`config.mk`:
```
export PLATFORM = sky130hd
export DESIGN_NAME = compare_stats_flat
export DESIGN_NICKNAME = d
export VERILOG_FILES = /design/src/rtl/compare_stats_if.sv /design/src/rtl/compare_stats.sv /design/src/flat_wrapper.sv
export SDC_FILE = /design/constraint.sdc
export NUM_CORES = 1
export LEC_CHECK = 0
export CAP_MARGIN = 15
export CORE_MARGIN = 4
export CORE_UTILIZATION = 51
export DETAILED_ROUTE_END_ITERATION = 8
export PLACE_DENSITY = 0.87
export SYNTH_ARGS = -nofsm -noshare
export SYNTH_HDL_FRONTEND = slang
export SYNTH_SLANG_ARGS = --single-unit
```
`constraint.sdc`:
```
create_clock -name clk -period 2.45 [get_ports clk]
set_input_delay 0.49 -clock clk [delete_from_list [all_inputs] [get_ports clk]]
set_output_delay 0.49 -clock clk [all_outputs]
set_load 0.02 [all_outputs]
```
`src/rtl/compare_stats_if.sv`:
```
`default_nettype none
// ============================================================================
//  Module      : compare_stats_if
//  Description : Bundles the sample inputs, the window control and the
//                result handshake of compare_stats.
//                master : drives start, sample_en, flags, out_ready;
//                         observes busy, counts, out_valid.
//                slave  : the compare_stats side (mirror of master).
//  Ports       : none (signal bundle only); CNT_W sets count width.
//  Revision    : 1.0 - initial release
// ============================================================================
interface compare_stats_if #(
    parameter int CNT_W = 8
) ();
    logic             start;
    logic             sample_en;
    logic             A_gt_B_reg;
    logic             A_eq_B_reg;
    logic             A_lt_B_reg;
    logic             busy;
    logic [CNT_W-1:0] gt_count;
    logic [CNT_W-1:0] eq_count;
    logic [CNT_W-1:0] lt_count;
    logic [CNT_W-1:0] err_count;
    logic             out_valid;
    logic             out_ready;

    modport master (
        output start, sample_en, A_gt_B_reg, A_eq_B_reg, A_lt_B_reg, out_ready,
        input  busy, gt_count, eq_count, lt_count, err_count, out_valid
    );

    modport slave (
        input  start, sample_en, A_gt_B_reg, A_eq_B_reg, A_lt_B_reg, out_ready,
        output busy, gt_count, eq_count, lt_count, err_count, out_valid
    );
endinterface
`default_nettype wire

```
`src/rtl/compare_stats.sv`:
```
`default_nettype none
// ============================================================================
//  Module      : compare_stats
//  Description : Counts the outcomes of a registered magnitude comparator
//                over a window of WINDOW qualified samples. One-hot flag sets
//                {gt,eq,lt} increment their own count; any other pattern
//                (including the post-reset 000) increments err_count. At the
//                end of the window the four counts are held with out_valid
//                until out_ready accepts them.
//  Ports       : clk  - clock, rising edge
//                rst  - synchronous reset, active low
//                bus  - compare_stats_if.slave: start, sample_en, flags,
//                       out_ready in; busy, four counts, out_valid out
//  Parameters  : WINDOW (1..255) samples per window, CNT_W count width
//  Revision    : 1.0 - initial release
// ============================================================================
module compare_stats #(
    parameter int WINDOW = 16,
    parameter int CNT_W  = 8
) (
    input  wire logic        clk,
    input  wire logic        rst,
    compare_stats_if.slave   bus
);

    // Sample counter is just wide enough to reach WINDOW itself.
    localparam int                c_SCNT_W = $clog2(WINDOW + 1);
    localparam logic [c_SCNT_W-1:0] c_LAST = c_SCNT_W'(WINDOW - 1);
    localparam logic [CNT_W-1:0]  c_MAX    = {CNT_W{1'b1}};

    typedef enum logic [1:0] {
        S_IDLE  = 2'd0,
        S_ACCUM = 2'd1,
        S_HOLD  = 2'd2
    } state_t;

    state_t              r_state;
    logic [c_SCNT_W-1:0] r_scnt;
    logic [CNT_W-1:0]    r_gt;
    logic [CNT_W-1:0]    r_eq;
    logic [CNT_W-1:0]    r_lt;
    logic [CNT_W-1:0]    r_err;
    logic                r_busy;
    logic                r_valid;

    logic [2:0]          w_flags;

    assign w_flags = {bus.A_gt_B_reg, bus.A_eq_B_reg, bus.A_lt_B_reg};

    // Saturating increment: a full count sticks at its maximum.
    function automatic logic [CNT_W-1:0] sat_inc(input logic [CNT_W-1:0] v);
        return (v == c_MAX) ? v : v + 1'b1;
    endfunction

    always_ff @(posedge clk) begin
        if (!rst) begin
            r_state <= S_IDLE;
            r_scnt  <= '0;
            r_gt    <= '0;
            r_eq    <= '0;
            r_lt    <= '0;
            r_err   <= '0;
            r_busy  <= 1'b0;
            r_valid <= 1'b0;
        end else begin
            case (r_state)
                S_IDLE: begin
                    // Counts from the last window stay visible until start.
                    if (bus.start) begin
                        r_scnt  <= '0;
                        r_gt    <= '0;
                        r_eq    <= '0;
                        r_lt    <= '0;
                        r_err   <= '0;
                        r_busy  <= 1'b1;
                        r_state <= S_ACCUM;
                    end
                end

                S_ACCUM: begin
                    if (bus.sample_en) begin
                        r_scnt <= r_scnt + 1'b1;
                        case (w_flags)
                            3'b100:  r_gt  <= sat_inc(r_gt);
                            3'b010:  r_eq  <= sat_inc(r_eq);
                            3'b001:  r_lt  <= sat_inc(r_lt);
                            default: r_err <= sat_inc(r_err);
                        endcase
                        // This edge accepts sample number WINDOW.
                        if (r_scnt == c_LAST) begin
                            r_valid <= 1'b1;
                            r_state <= S_HOLD;
                        end
                    end
                end

                S_HOLD: begin
                    // start is deliberately not looked at here.
                    if (r_valid && bus.out_ready) begin
                        r_valid <= 1'b0;
                        r_busy  <= 1'b0;
                        r_state <= S_IDLE;
                    end
                end

                default: begin
                    r_valid <= 1'b0;
                    r_busy  <= 1'b0;
                    r_state <= S_IDLE;
                end
            endcase
        end
    end

    assign bus.busy      = r_busy;
    assign bus.out_valid = r_valid;
    assign bus.gt_count  = r_gt;
    assign bus.eq_count  = r_eq;
    assign bus.lt_count  = r_lt;
    assign bus.err_count = r_err;

endmodule
`default_nettype wire

```
`src/flat_wrapper.sv`:
```
// flat-port wrapper written by rule: the top's interface ports become plain ports
module compare_stats_flat 
#(
    parameter int WINDOW = 16,
    parameter int CNT_W  = 8
)
  (clk, rst, bus_start, bus_sample_en, bus_A_gt_B_reg, bus_A_eq_B_reg, bus_A_lt_B_reg, bus_out_ready, bus_busy, bus_gt_count, bus_eq_count, bus_lt_count, bus_err_count, bus_out_valid);
  compare_stats_if #(.CNT_W(CNT_W)) bus_i ();
  input  wire logic clk;
  input  wire logic rst;
  input wire logic [$bits(bus_i.start)-1:0] bus_start;
  input wire logic [$bits(bus_i.sample_en)-1:0] bus_sample_en;
  input wire logic [$bits(bus_i.A_gt_B_reg)-1:0] bus_A_gt_B_reg;
  input wire logic [$bits(bus_i.A_eq_B_reg)-1:0] bus_A_eq_B_reg;
  input wire logic [$bits(bus_i.A_lt_B_reg)-1:0] bus_A_lt_B_reg;
  input wire logic [$bits(bus_i.out_ready)-1:0] bus_out_ready;
  output wire logic [$bits(bus_i.busy)-1:0] bus_busy;
  output wire logic [$bits(bus_i.gt_count)-1:0] bus_gt_count;
  output wire logic [$bits(bus_i.eq_count)-1:0] bus_eq_count;
  output wire logic [$bits(bus_i.lt_count)-1:0] bus_lt_count;
  output wire logic [$bits(bus_i.err_count)-1:0] bus_err_count;
  output wire logic [$bits(bus_i.out_valid)-1:0] bus_out_valid;
  assign bus_i.start = bus_start;
  assign bus_i.sample_en = bus_sample_en;
  assign bus_i.A_gt_B_reg = bus_A_gt_B_reg;
  assign bus_i.A_eq_B_reg = bus_A_eq_B_reg;
  assign bus_i.A_lt_B_reg = bus_A_lt_B_reg;
  assign bus_i.out_ready = bus_out_ready;
  assign bus_busy = bus_i.busy;
  assign bus_gt_count = bus_i.gt_count;
  assign bus_eq_count = bus_i.eq_count;
  assign bus_lt_count = bus_i.lt_count;
  assign bus_err_count = bus_i.err_count;
  assign bus_out_valid = bus_i.out_valid;
  compare_stats #(.WINDOW(WINDOW), .CNT_W(CNT_W)) u_core (.clk(clk), .rst(rst), .bus(bus_i));
endmodule
```
==> run metrics, run 1 <==
status complete, no violations; sequential cell area 820.8 um2; internal cell power 942.9 uW; RSZ-0062 raised after global routing no; area of the multi-input gates 1209 um2; vias after detailed routing approximately 2k; input/output buffers 41; Seq/Total Area, Yosys 39.30%; Avg WL per Cell between 10 and 15 um; clk buf depth 2; Setup TNS Final 0 ns; Routability Congestion 0.8594; Data arrival, critical path 2.42 ns; Hold Vio Cnt, Final 0; fin area approximately 2700 um2; element type at the critical path end flop; antenna-violating nets left 0; Post-CTS Setup Bufs 0; Logic pwr share 12.1%; most common cell in the netlist dfxtp_1; residual DRC count 0; leakage 0.9147 nW; Overall Global Routing Usage 19.97%; crit path kind primary input to flop; clk_skew 0.004569 ns; antenna cells 0; fin. max-slew vios 0; routed wire length 4970 um; number of synthesized flops with an enable pin 0; Chip Width 71.99 um; Post-Syn Area 2088 um2; CP delay by family, top simple AND/OR/NAND/NOR gates; final-layout fill cell count 308; R2R depth 6; crit path max fanout 4; synth top area cells dfxtp_1 39%, o21ai_0 4.6%, nor2_1 4.3%, nand3_1 3.8%, ha_1 3.6%; Worst path slowest cell clkdlybuf4s50_1; FFs w/ async S/R, synth 0%; vias per cell around 5.7; Synth Register Bits 41; relative slew slack 59.67%; CTS H-tree lvls 2; CTS tree yes; clock root buffer clkbuf_8; Initial DRT Pass Iterations 4; worst flop-to-flop path endpoint u_core.bus.lt_count[3]$_SDFFE_PN0P_; predominant post-synthesis flop cell dfxtp_1; CP Buf/Inv Count 2; Syn Nets approximately 260; warnings from Yosys 0; Reg clk slew, reported paths 0.07 ns; post-synth top area cell dfxtp_1; share of layout cells above drive strength 1 10.00%; P&R area growth vs syn 31.10%; Final nets 313; initial antenna violation count 0; Tcrit/Tclk final 89.65%; first-pass GRT wire length 8342 um; Hold Path Class flop to flop; Worst-Margin Slew 0.6050 ns; detailed router's first-iteration violation count between 100 and 150; total CTS buffers 5; Setup crit start kind primary input; IR drop worst, VDD 346.9 uV; RR Startpoint u_core.bus.lt_count[1]$_SDFFE_PN0P_; top cells by count, synth 41 x dfxtp_1, 24 x nor2_1, 19 x o21ai_0; hold path endpoint u_core.bus.out_valid$_SDFFE_PN0P_; placed cell area 2658 um2; Cell Pwr Density ~460 nW/um2; max frequency about 460 MHz; die area 5183 um2; largest net degree at the start of global routing 16; post_cts resized 0; Final Setup Violations 0; worst-path cell chain clkdlybuf4s50_1, nor3b_1, buf_4, o21ai_1, a21o_4, or4_1, a21oi_1; Die Height around 72 um; Worst Hold Depth 2; std cell rows 22; vias in the first global route 1891; Critical Path RT 2.67 ns; Tmin final 2.196 ns; Mapped Cells 242; Switching Power approximately 300 uW; initial core utilization 54.97%; GRT overflow 0; max cap viols 0; I/O pin count 42; core area 3799 um2; Critical Path Max Stage Delay 0.49 ns; sw frac 24.69%; sequential share of power 54.2%; Synth top area share 39.30%; Num Clock Sinks 41; min-delay src u_core.bus.out_valid$_SDFFE_PN0P_; Clk pwr share 33.8%; Synth Area per Inst 8.629 um2; Yosys cell types 46; CTS Hold Buffers Added 0; HPWL after detailed placement approximately 3800 um; Reg2Reg Setup Slack 0.43 ns; Clock Latency Late Sink 0.29 ns
## worst max path at each step
| stage | depth (start not counted) | slack, ns | start | to |
|---|---|---|---|---|
| finish | 7 | 0.25 | bus_A_gt_B_reg | u_core.bus.gt_count[7]$_SDFFE_PN0P_ |
| global placement | 7 | -0.04 | bus_A_gt_B_reg | u_core.bus.gt_count[7]$_SDFFE_PN0P_ |
| floorplan | 5 | 0.58 | bus_A_lt_B_reg | u_core.bus.eq_count[5]$_SDFFE_PN0P_ |
| CTS | 7 | 0.26 | bus_A_gt_B_reg | u_core.bus.gt_count[7]$_SDFFE_PN0P_ |
| global route | 8 | 0.20 | bus_A_lt_B_reg | u_core.bus.gt_count[6]$_SDFFE_PN0P_ |
| detailed placement | 7 | -0.03 | bus_A_gt_B_reg | u_core.bus.gt_count[7]$_SDFFE_PN0P_ |
## cells by family after synthesis
kind of cell	Yosys count	synth area share (%)
AND/OR/NAND/NOR	97	24.51
buffers and inverters	14	2.816
XOR/XNOR	13	5.452
flip-flops	41	39.31
adder cells (fa/ha/maj)	6	3.595
AO/OA/AOI/OAI	68	22.83
multiplexers	3	1.498
## worst register-to-register path, cell delays in order (launching register included)
cell	delay, ns
dfxtp_1	0.41
ha_1	0.23
nand3_1	0.15
o31a_1	0.34
a21oi_1	0.51
o21ai_0	0.21
o31ai_1	0.10
## sequential cells by signal (all words and copies together) (netlist names)
name                  cells
u_core.bus.out_valid      1
u_core.bus.eq_count       8
u_core.bus.gt_count       8
u_core.r_state            2
u_core.bus.err_count      8
u_core.r_scnt             5
u_core.bus.lt_count       8
u_core.bus.busy           1
## per-stage QoR
| stage | total power [mW] | util [%] | worst slack, ns | std cells | hold slack (ns) |
|---|---|---|---|---|---|
| after CTS | 1.259 | 72.07 | 0.2636 | 348 | 0.4947 |
| after floorplan | 0.7755 | - | 0.5798 | 242 | 0.4585 |
| after detailed placement | 0.8420 | 69.96 | -0.02682 | 340 | 0.4830 |
| after global placement | 0.8381 | 69.96 | -0.03777 | 340 | 0.4713 |
| after global routing | 1.292 | 72.07 | 0.1975 | 348 | 0.5119 |
| final | 1.252 | 72.07 | 0.2537 | 348 | 0.4891 |
## cell type report
type | instances | area share, %
Multi-Input combinational cell | 187 | 44.15
Clock buffer | 8 | 2.925
Timing Repair Buffer | 60 | 20.20
Inverter | 4 | 0.5484
Tap cell | 48 | 2.194
Sequential cell | 41 | 29.98
## metal layers
metal | track usage, % | vias to the layer above | part of all wire [%]
met2 | 34.08 | 40 | 49
met3 | 5.540 | 7 | 3.9
met5 | 0 | - | 0
met4 | 5.219 | 0 | 1.2
li1 | - | 1006 | -
met1 | 24.79 | 939 | 46
## cells in the final DEF, fill, tap and decap left out, types with 3 or more instances in the layout
cell type        synthesis  final
a211oi_1                 5      5
a21boi_0                 3      3
a21oi_1                 11     11
a31oi_1                  4      4
and3_1                   4      4
buf_4                    1     19
clkbuf_1                 7      3
clkbuf_8                 0      5
clkdlybuf4s50_1          0     41
dfxtp_1                 41     41
ha_1                     6      6
inv_1                    4      4
nand2_1                 17     17
nand3_1                 16     16
nand4_1                  7      7
nor2_1                  24     24
nor2b_1                  9      9
nor3_1                   3      3
nor3b_1                  3      3
o21ai_0                 19     19
o31ai_1                  7      7
or4_1                    4      4
xnor2_1                  8      8
xor2_1                   5      5
## power by group through the flow
stage / clock network, mW / registers, mW / logic (mW)
finish: 0.423 / 0.678 / 0.151
global placement: 0 / 0.693 / 0.145
CTS: 0.431 / 0.678 / 0.151
global route: 0.448 / 0.679 / 0.165
detailed placement: 0 / 0.693 / 0.149
floorplan: 0 / 0.696 / 0.0796
Note: power is estimated with default switching activity, not from simulation.
==> run 2, diff against run 1 <==
==> constraint.sdc (replaced) <==
create_clock -name clk -period 2.1 [get_ports clk]
set_input_delay 0.42 -clock clk [delete_from_list [all_inputs] [get_ports clk]]
set_output_delay 0.42 -clock clk [all_outputs]
set_load 0.02 [all_outputs]
==> run 2 against run 1 <==
Compared with the run above:
- total power grew 19%
- combinational power rose by 24%
- count of clock-buffer cells in the layout decreased by 1
- sequential cell count unchanged
- hold slack better by 0.0033 ns
- sequential power increased by 17%
- register-to-register slack worse by 0.20 ns
- clock power is 21% higher
- critical path type unchanged
- highest routed layer unchanged
==> run metrics, run 2 (synthesized netlist as in run 1, its figures left out) <==
fin. max-slew vios 0 (unchanged); worst hold margin 0.4925 ns (was 0.4891 ns); Logic pwr share 12.5% (was 12.1%); Cell Pwr Density 532.1 nW/um2 (was 457.3 nW/um2); sequential share of power 53.1% (was 54.2%); share of layout cells above drive strength 1 12.79% (was 10.00%); detailed router's first-iteration violation count 129 (was 145); Worst Setup Slack post-DPL -0.2763 ns (was -0.02682 ns); GRT overflow 0 (unchanged); std cell rows 22 (unchanged); Tot Pwr 1.490 mW (was 1.252 mW); total CTS buffers 5 (unchanged); vias after detailed routing 2065 (was 1992); clk buf depth 2 (unchanged); IR drop worst, VDD 301.9 uV (was 346.9 uV); CP Buf/Inv Count 3 (was 2); Tcrit/Tclk final 96.37%; antenna cells 0 (unchanged); Clk pwr share 34.4% (was 33.8%); post-route insts no fill 353 (was 348); Final nets 319 (was 313); Avg WL per Cell 14.80 um (was 14.28 um); Data arrival, critical path 2.23 ns (was 2.42 ns); initial antenna violation count 0 (unchanged); crit path max fanout 5 (was 4); Worst path slowest cell clkdlybuf4s50_1 (unchanged); Reg clk slew, reported paths 0.07 ns (about the same); clk_skew 0.005523 ns (was 0.004569 ns); commonest non-fill, non-tap cell in the layout dfxtp_1; fin area 2800 um2 (was 2738 um2); CP delay by family, top buffers and inverters (was simple AND/OR/NAND/NOR gates); Die Height 71.99 um (unchanged); residual DRC count 0 (unchanged); Critical Path Max Stage Delay 0.52 ns (was 0.49 ns); Routability Congestion 0.9253 (was 0.8594); max frequency roughly 490 MHz; Final Setup Violations 0 (unchanged); Clock Latency Late Sink 0.29 ns (about the same); max cap viols 0 (unchanged); Worst-Margin Slew 0.4131 ns (was 0.6050 ns); P&R area growth vs syn 34.09% (was 31.10%); I/O pin count 42 (unchanged); sw frac 24.17% (was 24.69%); CTS H-tree lvls 2 (unchanged); vias per cell 5.850 (was 5.724); Hold Vio Cnt, Final 0 (unchanged); vias in the first global route 1918 (was 1891); Overall Global Routing Usage 20.04% (was 19.97%); sequential cell area 820.8 um2 (unchanged); area of the multi-input gates 1217 um2 (was 1209 um2); largest net degree at the start of global routing 16 (unchanged); worst-path cell chain clkdlybuf4s50_1, buf_4, nor3b_1, buf_4, o31a_1, and2_1, nand3_1, o31ai_1 (was clkdlybuf4s50_1, nor3b_1, buf_4, o21ai_1, a21o_4, or4_1, a21oi_1); Tmin final roughly 2.0 ns; final-layout fill cell count 282 (was 308); die area 5183 um2 (unchanged); setup ws final 0.07631 ns (was 0.2537 ns); antenna-violating nets left 0 (unchanged); Chip Width 71.99 um (unchanged); initial core utilization 54.97% (unchanged); Switching Power 360.2 uW (was 309.1 uW); CTS tree yes (unchanged); internal cell power 1.130 mW (was 942.9 uW); routed wire length 5225 um (was 4970 um); HPWL after detailed placement 3678 um (was 3754 um); element type at the critical path end flop (unchanged); status complete, no violations (unchanged); clock root buffer clkbuf_8 (unchanged); placed cell area 2695 um2 (was 2658 um2); Most common cell on crit path buf_4; relative slew slack 72.46% (was 59.67%); Hold Path Class flop to flop (unchanged); commonest cells after routing, fill and taps aside 41 x dfxtp_1, 40 x clkdlybuf4s50_1, 25 x buf_4 (was 41 x clkdlybuf4s50_1, 41 x dfxtp_1, 24 x nor2_1); Num Clock Sinks 41 (unchanged); core area 3799 um2 (unchanged); input/output buffers 41 (unchanged); Initial DRT Pass Iterations 4 (unchanged); Critical Path RT 2.30 ns (was 2.67 ns); crit path kind primary input to flop (unchanged); Setup crit start kind primary input (unchanged); leakage 0.9600 nW (was 0.9147 nW); placed instance count 345 (was 340); first-pass GRT wire length 8493 um (was 8342 um)
## run 2: per-stage QoR
step / TNS [ns] / utilization [%]
final: 0 / 73.72
after CTS: 0 / 73.22
after global placement: -3.144 / 70.95
after detailed placement: -4.450 / 70.95
after floorplan: 0 / -
after global routing: -0.1152 / 73.72
## run 2: layer usage
metal	track usage (%)	wire length (um)	up-vias
met2	32.65	2516	67
li1	-	-	1016
met4	6.889	88	0
met3	4.017	228	13
met5	0	0	-
met1	26.43	2392	969
## run 2: power groups by stage
| stage | clock network [mW] | logic, mW | registers [mW] |
|---|---|---|---|
| after floorplan | 0 | 0.0929 | 0.812 |
| after global placement | 0 | 0.174 | 0.809 |
| after detailed placement | 0 | 0.179 | 0.809 |
| after CTS | 0.520 | 0.180 | 0.791 |
| after global routing | 0.554 | 0.200 | 0.792 |
| final | 0.512 | 0.187 | 0.791 |
## run 2: layout make-up
class,count,area share [%]
Multi-Input combinational cell,187,43.48
Sequential cell,41,29.31
Timing Repair Buffer,66,21.45
Clock buffer,7,3.083
Tap cell,48,2.145
Inverter,4,0.5362
## run 2: tightest hold or removal path, cell delays in order (launching register included)
cell,delay (ns)
dfxtp_1,0.32
nand2_1,0.05
a21boi_0,0.07
## run 2: path summary, 6_finish.rpt
| kind | start | endpoint | slack [ns] | cells after the start |
|---|---|---|---|---|
| worst min register to register | u_core.bus.out_valid$_SDFFE_PN0P_ | u_core.bus.out_valid$_SDFFE_PN0P_ | 0.49 | 2 |
| worst min-delay path | u_core.bus.out_valid$_SDFFE_PN0P_ | u_core.bus.out_valid$_SDFFE_PN0P_ | 0.49 | 2 |
| worst max-delay path | bus_A_lt_B_reg | u_core.bus.lt_count[3]$_SDFFE_PN0P_ | 0.08 | 8 |
| worst max register to register | u_core.r_state[0]$_SDFFE_PN0P_ | u_core.bus.err_count[4]$_SDFFE_PN0P_ | 0.23 | 4 |
## run 2: what timing repair did
item                       in CTS  in global routing
hold buffers                    0                  0
buffers inserted                0                  1
gates resized for setup         0                  3
setup endpoints to repair       0                 15
